`src/rtl/mem_arb_pkg.sv`:
```
// Shared types and constants for the host-memory arbiter and its pickers.
// State encoding is fixed so debug views and later schedulers agree on it.
package mem_arb_pkg;

    typedef enum logic [1:0] {
        IDLE  = 2'd0,
        ISSUE = 2'd1,
        WAIT  = 2'd2,
        RESP  = 2'd3
    } state_t;

    localparam int DEF_ADDR_W = 64;
    localparam int DEF_DATA_W = 64;

    // Index width for a one-of-n selector; never returns less than 1 bit.
    function automatic int clog2(input int n);
        int r;
        r = 0;
        while ((1 << r) < n) r++;
        return (r < 1) ? 1 : r;
    endfunction

endpackage

```
`src/rtl/rr_pick.sv`:
```
// Combinational rotating-priority pick: first set request at or above ptr, wrapping.
// Zero latency; no backpressure, found=0 when no request is set.
module rr_pick #(
    parameter int N     = 4,
    parameter int IDX_W = 2
) (
    input  logic [N-1:0]     req,
    input  logic [IDX_W-1:0] ptr,
    output logic [N-1:0]     gnt,
    output logic [IDX_W-1:0] idx,
    output logic             found
);

    always_comb begin
        gnt   = '0;
        idx   = '0;
        found = 1'b0;
        for (int k = 0; k < N; k++) begin
            if (!found && req[(int'(ptr) + k) % N]) begin
                found                      = 1'b1;
                gnt[(int'(ptr) + k) % N]   = 1'b1;
                idx                        = IDX_W'((int'(ptr) + k) % N);
            end
        end
    end

endmodule

```
`src/rtl/mem_arbiter.sv`:
```
// Round-robin arbiter serialising NUM_REQ requesters onto one host-memory wrapper, one access in flight.
// Accept at T, mem_req at T+1, response at T+3; requests wait (req_ready low) while busy. Timeout: MEM_ARB_TIMEOUT_EN.
module mem_arbiter
    import mem_arb_pkg::*;
#(
    parameter int NUM_REQ        = 4,
    parameter int ADDR_W         = DEF_ADDR_W,
    parameter int DATA_W         = DEF_DATA_W,
    parameter int TIMEOUT_CYCLES = 16,
    localparam int IDX_W         = clog2(NUM_REQ)
) (
    input  logic                      clk,
    input  logic                      rst_n,
    input  logic [NUM_REQ-1:0]        req_valid,
    output logic [NUM_REQ-1:0]        req_ready,
    input  logic [NUM_REQ-1:0]        req_we,
    input  logic [NUM_REQ*ADDR_W-1:0] req_addr,
    input  logic [NUM_REQ*DATA_W-1:0] req_wdata,
    output logic [NUM_REQ-1:0]        rsp_valid,
    output logic [DATA_W-1:0]         rsp_rdata,
    output logic                      rsp_err,
    output logic                      mem_req,
    output logic                      mem_we,
    output logic [ADDR_W-1:0]         mem_addr,
    output logic [DATA_W-1:0]         mem_wdata,
    input  logic [DATA_W-1:0]         mem_rdata,
    input  logic                      mem_valid,
    output logic                      busy,
    output logic [IDX_W-1:0]          grant_id
);

    state_t               state, state_nxt;
    logic [IDX_W-1:0]     rr_ptr, rr_ptr_nxt;
    logic [IDX_W-1:0]     grant_nxt;
    logic [NUM_REQ-1:0]   req_ready_nxt, rsp_valid_nxt;
    logic [DATA_W-1:0]    rsp_rdata_nxt, mem_wdata_nxt;
    logic [ADDR_W-1:0]    mem_addr_nxt;
    logic                 rsp_err_nxt, mem_req_nxt, mem_we_nxt, busy_nxt;

    logic [NUM_REQ-1:0]   pick_gnt;
    logic [IDX_W-1:0]     pick_idx;
    logic                 pick_found;

    rr_pick #(
        .N     (NUM_REQ),
        .IDX_W (IDX_W)
    ) u_pick (
        .req   (req_valid),
        .ptr   (rr_ptr),
        .gnt   (pick_gnt),
        .idx   (pick_idx),
        .found (pick_found)
    );

`ifdef MEM_ARB_TIMEOUT_EN
    // The ack is due one cycle into WAIT, so the budget runs from that cycle.
    localparam logic [15:0] TO_LIMIT = 16'(TIMEOUT_CYCLES + 1);
    logic [15:0] wait_cnt;

    always_ff @(posedge clk or negedge rst_n) begin
        if (!rst_n)              wait_cnt <= '0;
        else if (state != WAIT)  wait_cnt <= '0;
        else                     wait_cnt <= wait_cnt + 16'd1;
    end
`else
    logic timeout_unused;
    assign timeout_unused = (TIMEOUT_CYCLES > 0);
`endif

    always_comb begin
        state_nxt     = state;
        rr_ptr_nxt    = rr_ptr;
        grant_nxt     = grant_id;
        req_ready_nxt = '0;
        rsp_valid_nxt = '0;
        rsp_rdata_nxt = rsp_rdata;
        rsp_err_nxt   = 1'b0;
        mem_req_nxt   = 1'b0;
        mem_we_nxt    = mem_we;
        mem_addr_nxt  = mem_addr;
        mem_wdata_nxt = mem_wdata;
        case (state)
            IDLE: begin
                if (pick_found) begin
                    req_ready_nxt = pick_gnt;
                    mem_we_nxt    = req_we[pick_idx];
                    mem_addr_nxt  = req_addr[int'(pick_idx)*ADDR_W +: ADDR_W];
                    mem_wdata_nxt = req_wdata[int'(pick_idx)*DATA_W +: DATA_W];
                    grant_nxt     = pick_idx;
                    state_nxt     = ISSUE;
                end
            end
            ISSUE: begin
                mem_req_nxt = 1'b1;
                state_nxt   = WAIT;
            end
            WAIT: begin
                if (mem_valid) begin
                    rsp_valid_nxt = NUM_REQ'(1) << grant_id;
                    rsp_rdata_nxt = mem_we ? '0 : mem_rdata;
                    state_nxt     = RESP;
                end
`ifdef MEM_ARB_TIMEOUT_EN
                else if (wait_cnt == TO_LIMIT) begin
                    rsp_valid_nxt = NUM_REQ'(1) << grant_id;
                    rsp_rdata_nxt = '0;
                    rsp_err_nxt   = 1'b1;
                    state_nxt     = RESP;
                end
`endif
            end
            RESP: begin
                rr_ptr_nxt = (grant_id == IDX_W'(NUM_REQ - 1)) ? '0 : grant_id + IDX_W'(1);
                state_nxt  = IDLE;
            end
            default: state_nxt = IDLE;
        endcase
        busy_nxt = (state_nxt != IDLE);
    end

    always_ff @(posedge clk or negedge rst_n) begin
        if (!rst_n) begin
            state     <= IDLE;
            rr_ptr    <= '0;
            grant_id  <= '0;
            req_ready <= '0;
            rsp_valid <= '0;
            rsp_rdata <= '0;
            rsp_err   <= 1'b0;
            mem_req   <= 1'b0;
            mem_we    <= 1'b0;
            mem_addr  <= '0;
            mem_wdata <= '0;
            busy      <= 1'b0;
        end else begin
            state     <= state_nxt;
            rr_ptr    <= rr_ptr_nxt;
            grant_id  <= grant_nxt;
            req_ready <= req_ready_nxt;
            rsp_valid <= rsp_valid_nxt;
            rsp_rdata <= rsp_rdata_nxt;
            rsp_err   <= rsp_err_nxt;
            mem_req   <= mem_req_nxt;
            mem_we    <= mem_we_nxt;
            mem_addr  <= mem_addr_nxt;
            mem_wdata <= mem_wdata_nxt;
            busy      <= busy_nxt;
        end
    end

endmodule

```
`config.mk`:
```
export PLATFORM = sky130hd
export DESIGN_NAME = mem_arbiter
export DESIGN_NICKNAME = d
export VERILOG_FILES = /design/src/rtl/mem_arb_pkg.sv /design/src/rtl/rr_pick.sv /design/src/rtl/mem_arbiter.sv
export SDC_FILE = /design/constraint.sdc
export NUM_CORES = 1
export LEC_CHECK = 0
export CAP_MARGIN = 20
export CORE_AREA = 4 4 302 304
export DETAILED_ROUTE_END_ITERATION = 10
export DIE_AREA = 0 0 306 308
export HOLD_SLACK_MARGIN = 0.02
export SETUP_SLACK_MARGIN = 0.15
export SLEW_MARGIN = 20
export SYNTH_ARGS = -nofsm -noshare
export SYNTH_HDL_FRONTEND = slang
export SYNTH_SLANG_ARGS = --single-unit
```
`constraint.sdc`:
```
create_clock -name clk -period 3.1 [get_ports clk]
set_input_delay 0.93 -clock clk [delete_from_list [all_inputs] [get_ports clk]]
set_output_delay 0.93 -clock clk [all_outputs]
set_load 0.02 [all_outputs]
```
==> impl_summary.log <==
INFO  metric outcome = finished clean
INFO  metric max_slew_margin = 48.9%
INFO  metric drive_gt1_share = 9.68%
INFO  metric syn-instance-count = 1114
INFO  metric post-route-min-period = 2.86 ns
INFO  metric mappedNetlistNets = 1717
INFO  metric die-area = 0.0942 mm2
INFO  metric number_of_warning_messages_in_the_yosys_log = 0
INFO  metric clockRootBuffer = sky130_fd_sc_hd__clkbuf_16
INFO  metric vias = 12500
INFO  metric drt-vias-per-instance = 3.95
INFO  metric crit_path_class = input port to register
INFO  metric register_area = 0.00523 mm2
INFO  metric total_leakage_power = 10.0 nW
INFO  metric boundaryPins = 793
INFO  metric routabilityCongestion = 0.847
INFO  metric fin_skew = 0.0267 ns
INFO  metric maxClockFrequency = 0.350 GHz
INFO  metric io_buf_count = 791
INFO  metric drtIter0Drc = 617
INFO  metric clk_pin_slew = 0.06 ns
INFO  metric finalSetupViolations = 0
INFO  metric synth_area_per_cell = 10.7 um2
INFO  metric final_design_area_no_fill = 0.0229 mm2
INFO  metric placed_wire_length_estimate_after_detailed_placement = 59800 um
INFO  metric worst_reg_to_reg_cells = 14
INFO  metric crit_fanout = 12
INFO  metric most_frequent_cells_in_the_layout = sky130_fd_sc_hd__clkdlybuf4s50_1, sky130_fd_sc_hd__mux2i_1, sky130_fd_sc_hd__dfrtp_1
INFO  metric cpMostUsedCell = sky130_fd_sc_hd__buf_12
INFO  metric share_of_synthesized_registers_carrying_an_async_set_or_reset = 100%
INFO  metric clock_sink_count = 209
INFO  metric initial_core_util = 13.5%
INFO  metric worstMarginPinSlew = 0.766 ns
INFO  metric layout_worst_path_cycle_share = 92.1%
INFO  metric timing.final.max_slew_violations = 0
INFO  metric antenna_found_initial = 39
INFO  metric cp_data_required_time = 3.51 ns
INFO  metric rows = 109
INFO  metric critPathSlowestCell = sky130_fd_sc_hd__mux4_2
INFO  metric layout.filler_cells = 9451
INFO  metric tritoncts = yes
INFO  metric place_ws = -0.624 ns
INFO  metric rsz0062_at_grt = yes
INFO  metric synth.ff_latch_count = 209
INFO  metric grt_first_pass_wirelength = 97700 um
INFO  metric drv.max_cap_violation_count = 0
INFO  metric multi_input_comb_area = 0.00595 mm2
INFO  metric synth_edf_count = 0
INFO  metric crit_path_max_incr_delay = 0.50 ns
INFO  metric largest_net_degree_at_the_start_of_global_routing = 73
INFO  metric timing.reg2reg.setup_slack = 0.26 ns
INFO  metric final.setup.tns = 0 ns
INFO  metric cp_data_arrival_time = 3.27 ns
INFO  metric clkLatencyLatePin = 0.58 ns
INFO  metric worst_r2r_startpoint = rr_ptr[0]$_DFFE_PN0N_
INFO  metric grt_usage = 14.3%
INFO  metric syn2layout_area_growth = 92.0%
INFO  metric synthesized_area = 0.0119 mm2
INFO  metric proportion_of_synthesized_chip_area_in_sequential_cells = 43.8%
INFO  metric post_drt_antenna_nets = 0
INFO  metric wirelength = 72000 um
INFO  metric cts-buffers-inserted = 28
INFO  metric predominant_post_synthesis_flop_cell = sky130_fd_sc_hd__dfrtp_1
INFO  metric crit-reg2reg-capture = mem_addr[3]$_DFFE_PN0P_
INFO  metric remaining_drc_errors = 0
INFO  metric core_box_area = 0.0882 mm2
INFO  metric h_tree_lvl_count = 1
INFO  metric hold_violations = 0
INFO  metric route.detailed.wl_per_inst = 22.8 um
INFO  metric dieWidth = 306 um
INFO  metric first_global_vias = 12900
INFO  metric setup.worst_path.start_class = input port
INFO  metric grt_remaining_overflow = 0
INFO  metric placement.cell_area = 0.0217 mm2
INFO  metric synth_cell_types = 44
INFO  metric cts_max_path_buffers = 3
INFO  metric critical_path.endpoint_type = register
INFO  metric layout.cells.most_common = sky130_fd_sc_hd__clkdlybuf4s50_1
INFO  metric holdCritPathClass = input port to async pin
INFO  metric fp.dieH = 308 um
INFO  metric setup_slack = 0.245 ns
INFO  metric num-nets-final = 2568
INFO  metric peakVddDrop = 0.000645 V
INFO  metric first_pass_iters = 5
INFO  metric cp_cell_sequence = dlygate4sd2_1, mux4_2, buf_6, nor2b_4, o21ai_2, a21boi_4, buf_12, buf_16, buf_12, buf_16, buf_12, mux2i_2, o221ai_1
INFO  metric cellPowerDensity = 1000 mW/mm2
## power breakdown
part	switching, W	internal [W]
clock	0.00133	0.00181
combinational	0.00753	0.00759
sequential	0.000736	0.00401
total	0.00960	0.0134
## final cells by class
type / instances / share of cell area [%]
Multi-Input combinational cell: 799 / 26.0
Inverter: 7 / 0.136
Tap cell: 1165 / 6.36
Antenna cell: 9 / 0.0983
Clock inverter: 9 / 0.377
Sequential cell: 209 / 22.8
Timing Repair Buffer: 920 / 40.8
Clock buffer: 40 / 3.39
## critical path, delay by kind of cell
family,cells,cell delay (ns)
buf+inv,7,1.19
mux,2,0.67
simple gates,1,0.11
compound gates,3,0.33
## kinds of logic (layout without fill, tap and decap cells)
group / Yosys count / count (layout) / share of synthesized area, %
DFF: 209 / 209 / 43.8
buffers and inverters: 106 / 976 / 6.98
adders and majority gates: 16 / 16 / 1.68
AOI/OAI and AO/OA: 220 / 220 / 13.8
muxes: 264 / 264 / 22.4
and+or+nand+nor: 298 / 298 / 11.2
other: 1 / 10 / 0.0314
## routing by layer
| layer | GRT usage [%] | up-vias | share of wire, % |
|---|---|---|---|
| li1 | - | 5824 | - |
| met1 | 15.9 | 5917 | 37 |
| met2 | 25.2 | 598 | 50 |
| met3 | 6.28 | 104 | 11 |
| met4 | 2.78 | 26 | 2.1 |
| met5 | 0 | - | 0.23 |
## worst max path at each step
stage / startpoint / to / slack [ns] / cells past startpoint
after floorplan: req_valid[1] / mem_wdata[10]$_DFFE_PN0P_ / 0.28 / 10
after global placement: req_valid[3] / mem_addr[33]$_DFFE_PN0P_ / -0.62 / 10
after detailed placement: req_valid[3] / mem_addr[33]$_DFFE_PN0P_ / -0.62 / 10
after CTS: rr_ptr[0]$_DFFE_PN0N_ / mem_wdata[16]$_DFFE_PN0P_ / 0.21 / 13
after global routing: rr_ptr[0]$_DFFE_PN0N_ / mem_wdata[16]$_DFFE_PN0P_ / 0.14 / 11
final: req_valid[2] / mem_addr[3]$_DFFE_PN0P_ / 0.24 / 13
## synth_stat cells (all sizes together) (4+ instances only)
cell,n,area (um2)
buf,39,569
clkbuf,60,238
o21ai,69,349
nand2,202,758
nor2,12,45.0
nor3,4,20.0
a22oi,5,37.5
a221oi,4,35.0
o221ai,128,1120
mux2i,261,2610
nand2b,66,413
ha,16,200
dfrtp,209,5230
and3,4,25.0
inv,7,26.3
## state kept, by name, summed over array words and instances (netlist names)
name and flops:
req_ready 4, mem_addr 64, mem_we 1, mem_wdata 64, grant_id 2, state 2
rsp_rdata 64, mem_req 1, rr_ptr 2, rsp_valid 4, busy 1
## stage by stage
stage / instances / total power [W] / utilization [%] / hold slack (ns)
final: 3158 / 0.0230 / 26.0 / 0.303
after global routing: 3149 / 0.0244 / 25.9 / 0.304
after CTS: 3137 / 0.0232 / 25.8 / 0.288
after detailed placement: 3080 / 0.0194 / 24.6 / 0.469
after global placement: 3080 / 0.0192 / 24.6 / 0.463
after floorplan: 1114 / 0.0131 / - / 0.534
## timing repair
item	CTS	global route
hold buffers	0	0
resized for setup	12	12
endpoints found under the setup margin	95	74
buffers inserted	5	12
cloned	3	0
pin swaps	0	3
Power figures use the tool's default switching activity.
